## config.mk

```make
export PLATFORM = sky130hd
export DESIGN_NAME = sample_mixer
export DESIGN_NICKNAME = d
export VERILOG_FILES = /design/src/rtl/sample_mixer.sv
export SDC_FILE = /design/constraint.sdc
export NUM_CORES = 1
export LEC_CHECK = 0
export ABC_AREA = 0
export CAP_MARGIN = 10
export CELL_PAD_IN_SITES_DETAIL_PLACEMENT = 0
export CELL_PAD_IN_SITES_GLOBAL_PLACEMENT = 1
export CORE_AREA = 2 2 80 82
export DETAILED_ROUTE_END_ITERATION = 10
export DIE_AREA = 0 0 82 84
export PLACE_DENSITY_LB_ADDON = 0.12
export SLEW_MARGIN = 15
export SYNTH_ARGS = -nofsm -noshare
export SYNTH_HDL_FRONTEND = slang
export SYNTH_SLANG_ARGS = --single-unit
```

## constraint.sdc

```tcl
create_clock -name clk -period 3.1 [get_ports clk]
set_clock_uncertainty 0.1 [all_clocks]
set_input_delay 0.775 -clock clk [delete_from_list [all_inputs] [get_ports clk]]
set_output_delay 0.775 -clock clk [all_outputs]
set_load 0.05 [all_outputs]
```

## src/rtl/sample_mixer.sv

```systemverilog
// sample_mixer: sums VOICES time-multiplexed samples per frame, saturates, and holds the mix in a valid/ready output register
module sample_mixer #(
    parameter int WIDTH  = 16,
    parameter int VOICES = 4
) (
    input  logic                        clk,
    input  logic                        reset,
    input  logic signed [WIDTH-1:0]     in_sample,
    input  logic                        in_valid,
    output logic                        in_ready,
    output logic [$clog2(VOICES)-1:0]   voice,
    output logic signed [WIDTH-1:0]     out_sample,
    output logic                        out_clip,
    output logic                        out_valid,
    input  logic                        out_ready
);
    localparam int VW   = $clog2(VOICES);
    localparam int ACCW = WIDTH + VW;
    localparam logic signed [ACCW-1:0] MAXV = ACCW'(2 ** (WIDTH - 1) - 1);
    localparam logic signed [ACCW-1:0] MINV = ~MAXV;

    typedef enum logic {EMPTY, FULL} state_t;

    state_t                  state;
    logic signed [ACCW-1:0]  acc;
    logic signed [ACCW-1:0]  sum;
    logic signed [WIDTH-1:0] sat;
    logic                    last, xfer, hi, lo;

    assign out_valid = state == FULL;
    assign last      = voice == VW'(VOICES - 1);
    // a held output only blocks the frame-closing sample, and only until it drains
    assign in_ready  = state == EMPTY || !last || out_ready;
    assign xfer      = in_valid && in_ready;

    // widened running sum and its saturated narrow form
    always_comb begin
        sum = acc + {{VW{in_sample[WIDTH-1]}}, in_sample};
        hi  = sum > MAXV;
        lo  = sum < MINV;
        sat = hi ? MAXV[WIDTH-1:0] : lo ? MINV[WIDTH-1:0] : sum[WIDTH-1:0];
    end

    // accumulate per voice; the final sample loads the output register, a drain without one empties it
    always_ff @(posedge clk or posedge reset) begin
        if (reset) begin
            state      <= EMPTY;
            acc        <= '0;
            voice      <= '0;
            out_sample <= '0;
            out_clip   <= 1'b0;
        end else begin
            if (xfer) begin
                acc   <= last ? '0 : sum;
                voice <= last ? '0 : voice + VW'(1);
            end
            if (xfer && last) begin
                out_sample <= sat;
                out_clip   <= hi || lo;
                state      <= FULL;
            end else if (out_ready) begin
                state      <= EMPTY;
            end
        end
    end
endmodule
```

# After elaboration in Yosys (flattened, before gate mapping)
# Cells that the tools add are included.
# Widths: inputs -> output; s select.
dict set report word_totals {
  out_inout_bits 21
  regBits 38
  word_cells 24
  in_bits 20
}
dict set report op_classes {
  n_lt_le_gt_ge 2
  bitwise_logic 1
  mux 6
  n_reduce_logical 7
  eq_ne 1
  n_addsub 2
}
# cell n
set op_table {}
lappend op_table {{$mux 16} 2}
lappend op_table {{$add 18x18->18} 1}
lappend op_table {{$gt 18x16->1 const B} 1}
lappend op_table {{$lt 18x16->1 const B} 1}
lappend op_table {{$mux 18} 1}
lappend op_table {{$logic_or 1x1->1} 3}
lappend op_table {{$add 2x1->2 const B} 1}
lappend op_table {{$eq 2x2->1 const B} 1}
lappend op_table {{$logic_and 1x1->1} 2}
lappend op_table {{$mux 1} 2}
lappend op_table {{$mux 2} 1}
lappend op_table {{$reduce_bool 2->1} 1}
lappend op_table {{$logic_not 1->1} 1}
lappend op_table {{$not 1->1} 1}

# Longest topological paths before layout
# Gate-level depths: netlist (run 1).
dict set report depth {
  depth_word 7
  depth_mapped 11
  mapped_depth_nobuf 10
}

# Worst setup path after synthesis (run 1)
# Ideal clock, no wire load.
dict set report synth_path {
  path_type {input to register}
  from {in in_sample[0]}
  to {reg out_sample[10]}
  path_slack_ns -0.030
  path_stages 11
  t_arrival_ns 2.930
  path_cell_list {ha_1 > inv_1 > fa_1 > nand2b_1 > a21oi_1 > a31oi_1 > o21ai_1 > xor2_1 > o21ai_2 > buf_4 > a311oi_1}
}
dict set report synth_between {
  elab_chain_len 4
}
# element line_no
set synth_lines {}
lappend synth_lines {{start: declaration} 8} ;# input logic signed [WIDTH-1:0] in_sample,
lappend synth_lines {{$add 18x18->18 *} 38} ;# sum = acc + {{VW{in_sample[WIDTH-1]}}, in_sample};
lappend synth_lines {{$lt 18x16->1} 40} ;# lo = sum < MINV;
lappend synth_lines {{$mux 16} 41} ;# sat = hi ? MAXV[WIDTH-1:0] : lo ? MINV[WIDTH-1:0] : sum[WIDTH-1:0];
lappend synth_lines {{$mux 16 *} 41}
lappend synth_lines {{end signal: assignment} 58} ;# out_sample <= sat;
lappend synth_lines {{end: declaration} 12} ;# output logic signed [WIDTH-1:0] out_sample,
# Every way passes the cells marked *; elsewhere a longest branch is shown, timed or not.
# A chain may end at the register's enable or synchronous reset.

# Worst setup path after layout (run 1)
dict set report layout_path {
  from {in in_sample[8]}
  to {reg out_sample[1]}
}
# Same word-level chain as after synthesis.

==> results of run 1 <==
## per-layer routing
layer,GRT usage,vias to the layer above,routed length (um)
li1,-,1118,-
met5,0,-,0
met3,0.04221,9,228
met4,0.06212,0,90
met2,0.3252,43,3245
met1,0.2692,1090,3100
## stage by stage
stage	TNS (ps)	hold WS, ps
after global routing	-21.55	445.1
after floorplan	0	352.6
after CTS	0	395.7
after detailed placement	-13810	377.6
final	0	394.9
after global placement	-10330	367.5
## worst paths after layout
check / end / slack, ps / start
setup / recovery: out_sample[1]$_DFFE_PP0P_ / 60 / in_sample[8]
setup reg to reg: out_sample[1]$_DFFE_PP0P_ / 400 / acc[0]$_DFFE_PP0P_
max in group asynchronous: acc[13]$_DFFE_PP0P_ / 1770 / reset
hold reg to reg: acc[8]$_DFFE_PP0P_ / 390 / acc[8]$_DFFE_PP0P_
min in group asynchronous: out_sample[11]$_DFFE_PP0P_ / 790 / reset
hold / removal: acc[8]$_DFFE_PP0P_ / 390 / acc[8]$_DFFE_PP0P_
## worst min-delay path, delay by kind of cell, from the launching register on
kind,cells,cell delay [ps]
AO/OA/AOI/OAI,1,60
flip-flops,1,360
AND/OR/NAND/NOR,1,50
## synthesized netlist by cell type, types with 2 or more instances
library cell,number,share of area
clkbuf_1,6,0.0097
o21ai_0,25,0.054
a311oi_1,14,0.053
o211ai_1,4,0.013
xor2_1,11,0.042
o21ai_2,2,0.0076
xnor2_1,4,0.015
inv_1,8,0.013
nand3b_1,2,0.0065
nand2_1,38,0.062
a22o_1,2,0.0076
a31oi_1,3,0.0081
nor2_1,25,0.040
a21o_1,2,0.0065
o31ai_1,3,0.0097
ha_1,18,0.097
nand2b_1,5,0.013
a21oi_1,19,0.041
dfrtp_1,38,0.41
## sequential cells by signal (all words and copies together), names as in the netlist
| signal | cells |
|---|---|
| acc | 18 |
| out_sample | 16 |
| voice | 2 |
| out_clip | 1 |
| out_valid | 1 |
## cell type report
class	instances	area, um2
clock buffers	6	82.58
clock inverters	2	12.51
fillers	511	2286
inverters	8	30.03
multi-input cells	196	1620
flip-flops and latches	38	950.9
well taps	77	96.34
repair buffers	108	1017
## cell families after synthesis
kind of cell | share of synthesized area
simple gates | 0.1349
flops | 0.4101
compound gates | 0.2553
xor+xnor | 0.05666
fa+ha+maj | 0.1058
mux | 0.004857
buf+inv | 0.03238
## power breakdown
| group | switching, W | internal, W |
|---|---|---|
| clock network | 0.000195 | 0.000179 |
| logic | 0.00187 | 0.00170 |
| registers | 0.000187 | 0.000747 |
| total | 0.00225 | 0.00262 |
## timing repair
| item | 4_1_cts | 5_1_grt |
|---|---|---|
| hold buffers | 0 | 0 |
| gates cloned | 1 | 1 |
| setup buffers | 7 | 6 |
| pin swaps | 14 | 26 |
| gates resized for setup | 24 | 48 |
| setup endpoints to repair | 18 | 16 |
==> results.json, run 1 <==
{
  "worst_path_dominant_cell_family": "compound AO/OA/AOI/OAI gates",
  "finalInstanceArea_um2": 3810,
  "numCtsBuffers": 5,
  "avgRoutedWirePerCell_um": 15.32,
  "die_area_um2": 6888,
  "dp_hpwl_um": 4532,
  "grt.total_usage": 0.2021,
  "hold_path_depth": 2,
  "final_cells": 435,
  "drv_cap": 0,
  "cpPeakStageDelay_ps": 460,
  "vias": 2260,
  "num_rows": 29,
  "antenna_found_initial": 0,
  "diodes": 0,
  "grt_max_degree": 39,
  "ys.flop_type": "dfrtp_1",
  "core_um2": 6096,
  "max-slew-margin-rel": 0.5703,
  "dpl_worst_slack_ps": -773.4,
  "power.leakage_nw": 1.669,
  "final.min_clock_period_ps": 3043,
  "report.final.slew_viol_count": 0,
  "mostFrequentLayoutCells": "buf_4 (61), nand2_1 (38), dfrtp_1 (38)",
  "h-tree-depth": 2,
  "ant_nets": 0,
  "drtPass1Iterations": 4,
  "reg2regPathDepth": 12,
  "grt_pass1_wl_um": 10830,
  "hold_class": "flip-flop to flip-flop",
  "worstMarginPinSlew_ps": 644.5,
  "clk_pin_slew_ps": 80,
  "finalCoreUtilization": 0.6250,
  "postSynthAreaPerCell_um2": 9.237,
  "root_buffer": "clkbuf_8",
  "vias_per_cell": 5.195,
  "cts_tree": "yes",
  "cp.depth": 11,
  "fmax_mhz": 328.6,
  "die_y_um": 84,
  "yosys_warnings": 0,
  "hold_viol": 0,
  "async_flop_share": 1.000,
  "path_buf_inv": 3,
  "crit_arrival_ps": 3110,
  "synth_area_um2": 2318,
  "num-nets-final": 396,
  "max-vdd-ir-drop_mv": 0.7541,
  "cp_max_fo": 7,
  "routabilityCongestion": 0.8289,
  "drt_drc_violations_left": 0,
  "grt_pass1_vias": 2306,
  "required_ps": 3170,
  "io_buffers": 40,
  "syn_nets": 290,
  "syn2layout_area_growth_pct": 64.33,
  "period_share": 0.9816,
  "yosys_register_bits": 38,
  "io_pins": 41,
  "routed_wl_um": 6664,
  "clkLatencyLatePin_ps": 300,
  "layout-drive-gt1-share": 0.3464,
  "cts_sinks": 38,
  "final_common_cell": "buf_4",
  "postSynthCellCount": 251,
  "endpoint_kind": "flip-flop",
  "postLayoutSetupSlackWorst_ps": 57.07,
  "start_kind": "input port",
  "seq_area_frac_synth": 0.4101,
  "worstSetupPathType": "input port to flip-flop",
  "p_per_area_nw_per_um2": 1279,
  "dp_cells": 412,
  "initial_core_util": 0.3803,
  "overflow": 0,
  "power_w": 0.004873,
  "synth.distinct_cells": 41,
  "placed_cell_area_um2": 3198,
  "drt-initial-drc-count": 78,
  "status": "complete, no violations",
  "finalSetupViolations": 0,
  "crit_chain": "clkdlybuf4s50_1, ha_2, buf_6, nand2_1, o21ai_1, a21o_1, a2111o_1, o211a_4, a211oi_4, clkbuf_16, a311oi_1",
  "slowest_stage": "clkdlybuf4s50_1",
  "clk_path_buf_depth": 2,
  "synth_edf_count": 0,
  "die_w_um": 82
}
(Power assumes the default switching activity.)
==> run 2, diff against run 1 <==
--- a/config.mk
+++ b/config.mk
@@ -9,9 +9,9 @@
 export CAP_MARGIN = 10
 export CELL_PAD_IN_SITES_DETAIL_PLACEMENT = 0
 export CELL_PAD_IN_SITES_GLOBAL_PLACEMENT = 1
-export CORE_AREA = 2 2 80 82
+export CORE_AREA = 4 4 82 84
 export DETAILED_ROUTE_END_ITERATION = 10
-export DIE_AREA = 0 0 82 84
+export DIE_AREA = 0 0 86 88
 export PLACE_DENSITY_LB_ADDON = 0.12
 export SLEW_MARGIN = 15
 export SYNTH_ARGS = -nofsm -noshare
==> run 2 against run 1 <==
Effect of this change:
- fmax down 0.81%
- clock-buffer cell count unchanged
- routed wire length up 3.8%
- critical path depth down 2
- highest routed layer unchanged
- core utilization up 1.0 points
- sequential share of layout area up 0.32 points
- non-clock buffer count down 8
- global-route usage down 1.5 points
- sequential power about the same
- design area down 1.3%
==> results.json, run 2 (same netlist as run 1, synthesis figures left out) <==
{
  "required_ps": 3150,
  "final_cells": 425,
  "clkLatencyLatePin_ps": 300,
  "drt_drc_violations_left": 0,
  "routabilityCongestion": 0.8063,
  "crit_arrival_ps": 3120,
  "slowest_stage": "clkdlybuf4s50_1",
  "drv_cap": 0,
  "hold_path_depth": 2,
  "io_pins": 41,
  "numCtsBuffers": 5,
  "initial_core_util": 0.3916,
  "cts_sinks": 38,
  "grt_pass1_wl_um": 11130,
  "cpPeakStageDelay_ps": 460,
  "num-nets-final": 388,
  "h-tree-depth": 2,
  "overflow": 0,
  "period_share": 0.9896,
  "vias_per_cell": 5.214,
  "worstMarginPinSlew_ps": 670.7,
  "mostFrequentLayoutCells": "buf_4 (53), dfrtp_1 (38), nand2_1 (37)",
  "clk_path_buf_depth": 2,
  "dp_hpwl_um": 4670,
  "power.leakage_nw": 1.626,
  "die_area_um2": 7568,
  "ant_nets": 0,
  "clk_pin_slew_ps": 80,
  "worstSetupPathType": "input port to flip-flop",
  "grt_pass1_vias": 2331,
  "vias": 2216,
  "grt_max_degree": 39,
  "finalSetupViolations": 0,
  "cts_hold_buffers": 0,
  "status": "complete, no violations",
  "top_register": "acc",
  "root_buffer": "clkbuf_8",
  "endpoint_kind": "flip-flop",
  "die_y_um": 88,
  "syn2layout_area_growth_pct": 62.22,
  "drt-initial-drc-count": 63,
  "num_rows": 28,
  "hold_viol": 0,
  "finalCoreUtilization": 0.6352,
  "avgRoutedWirePerCell_um": 16.28,
  "antenna_found_initial": 0,
  "routed_wl_um": 6919,
  "die_w_um": 86,
  "report.final.slew_viol_count": 0,
  "cts_tree": "yes",
  "crit_chain": "clkdlybuf4s50_1, ha_2, a21oi_1, o21ai_1, a2111o_1, o211a_4, a211oi_4, clkbuf_16, a311oi_1",
  "diodes": 0,
  "grt.total_usage": 0.1871,
  "top_regs": "acc (18), out_sample (16), voice (2)",
  "hold_class": "flip-flop to flip-flop",
  "start_kind": "input port",
  "reg2regPathDepth": 13,
  "dp_cells": 409,
  "max-slew-margin-rel": 0.5529,
  "placed_cell_area_um2": 3188,
  "io_buffers": 40,
  "finalInstanceArea_um2": 3761,
  "fmax_mhz": 326.0,
  "largest_reg_flops": 18,
  "drtPass1Iterations": 6,
  "max-vdd-ir-drop_mv": 0.8038,
  "cp_max_fo": 8,
  "core_um2": 5921,
  "final_common_cell": "buf_4",
  "layout-drive-gt1-share": 0.3429,
  "p_per_area_nw_per_um2": 1284,
  "final.min_clock_period_ps": 3068
}
run 2: worst max-delay path, delay by kind of cell:
family / cells / cell delay [ps]
AOI/OAI and AO/OA: 6 / 1340
adders and majority gates: 1 / 300
buffers and inverters: 2 / 700
run 2: report_power, final:
part           switching [W]  internal (W)
Clock               0.000191      0.000179
Combinational        0.00189       0.00164
Sequential          0.000184      0.000747
run 2: final cells by class:
| cell class | count | area, um2 |
|---|---|---|
| clock buffers | 6 | 82.58 |
| inverters | 8 | 30.03 |
| flip-flops and latches | 38 | 950.9 |
| multi-input cells | 196 | 1637 |
| clock inverters | 2 | 12.51 |
| well taps | 75 | 93.84 |
| fillers | 523 | 2160 |
| repair buffers | 100 | 954.7 |
run 2: metal layers:
layer | wire length, um | global-route usage | share of wire | up-vias
met4 | 79 | 0.05324 | 0.011 | 0
li1 | - | - | - | 1106
met3 | 302 | 0.03575 | 0.044 | 7
met5 | 0 | 0 | 0 | -
met2 | 3335 | 0.3111 | 0.48 | 46
met1 | 3202 | 0.2487 | 0.46 | 1057
run 2: through the flow:
step | worst slack [ps] | hold WS [ps] | TNS [ps] | total power [W]
after global placement | -571.7 | 367.6 | -10080 | 0.003745
after floorplan | 51.30 | 352.6 | 0 | 0.002633
after global routing | -3.243 | 430.7 | -6.260 | 0.005169
final | 32.11 | 396.8 | 0 | 0.004831
after detailed placement | -668.9 | 377.0 | -11670 | 0.003772
after CTS | 6.608 | 395.8 | 0 | 0.004547
run 2: timing repair:
action                     CTS  global route
setup endpoints to repair   18            18
pin swaps                   16            22
gates resized for setup     25            46
setup buffers                6             2
gates cloned                 1             1
run 2: path summary, 6_finish.rpt:
path | start | to | slack (ps)
max in group asynchronous | reset | acc[11]$_DFFE_PP0P_ | 1740
hold / removal | out_sample[15]$_DFFE_PP0P_ | out_sample[15]$_DFFE_PP0P_ | 400
min in group asynchronous | reset | acc[6]$_DFFE_PP0P_ | 790
setup / recovery | in_sample[12] | out_sample[3]$_DFFE_PP0P_ | 30
hold reg to reg | out_sample[15]$_DFFE_PP0P_ | out_sample[15]$_DFFE_PP0P_ | 400
setup reg to reg | acc[0]$_DFFE_PP0P_ | out_sample[3]$_DFFE_PP0P_ | 410
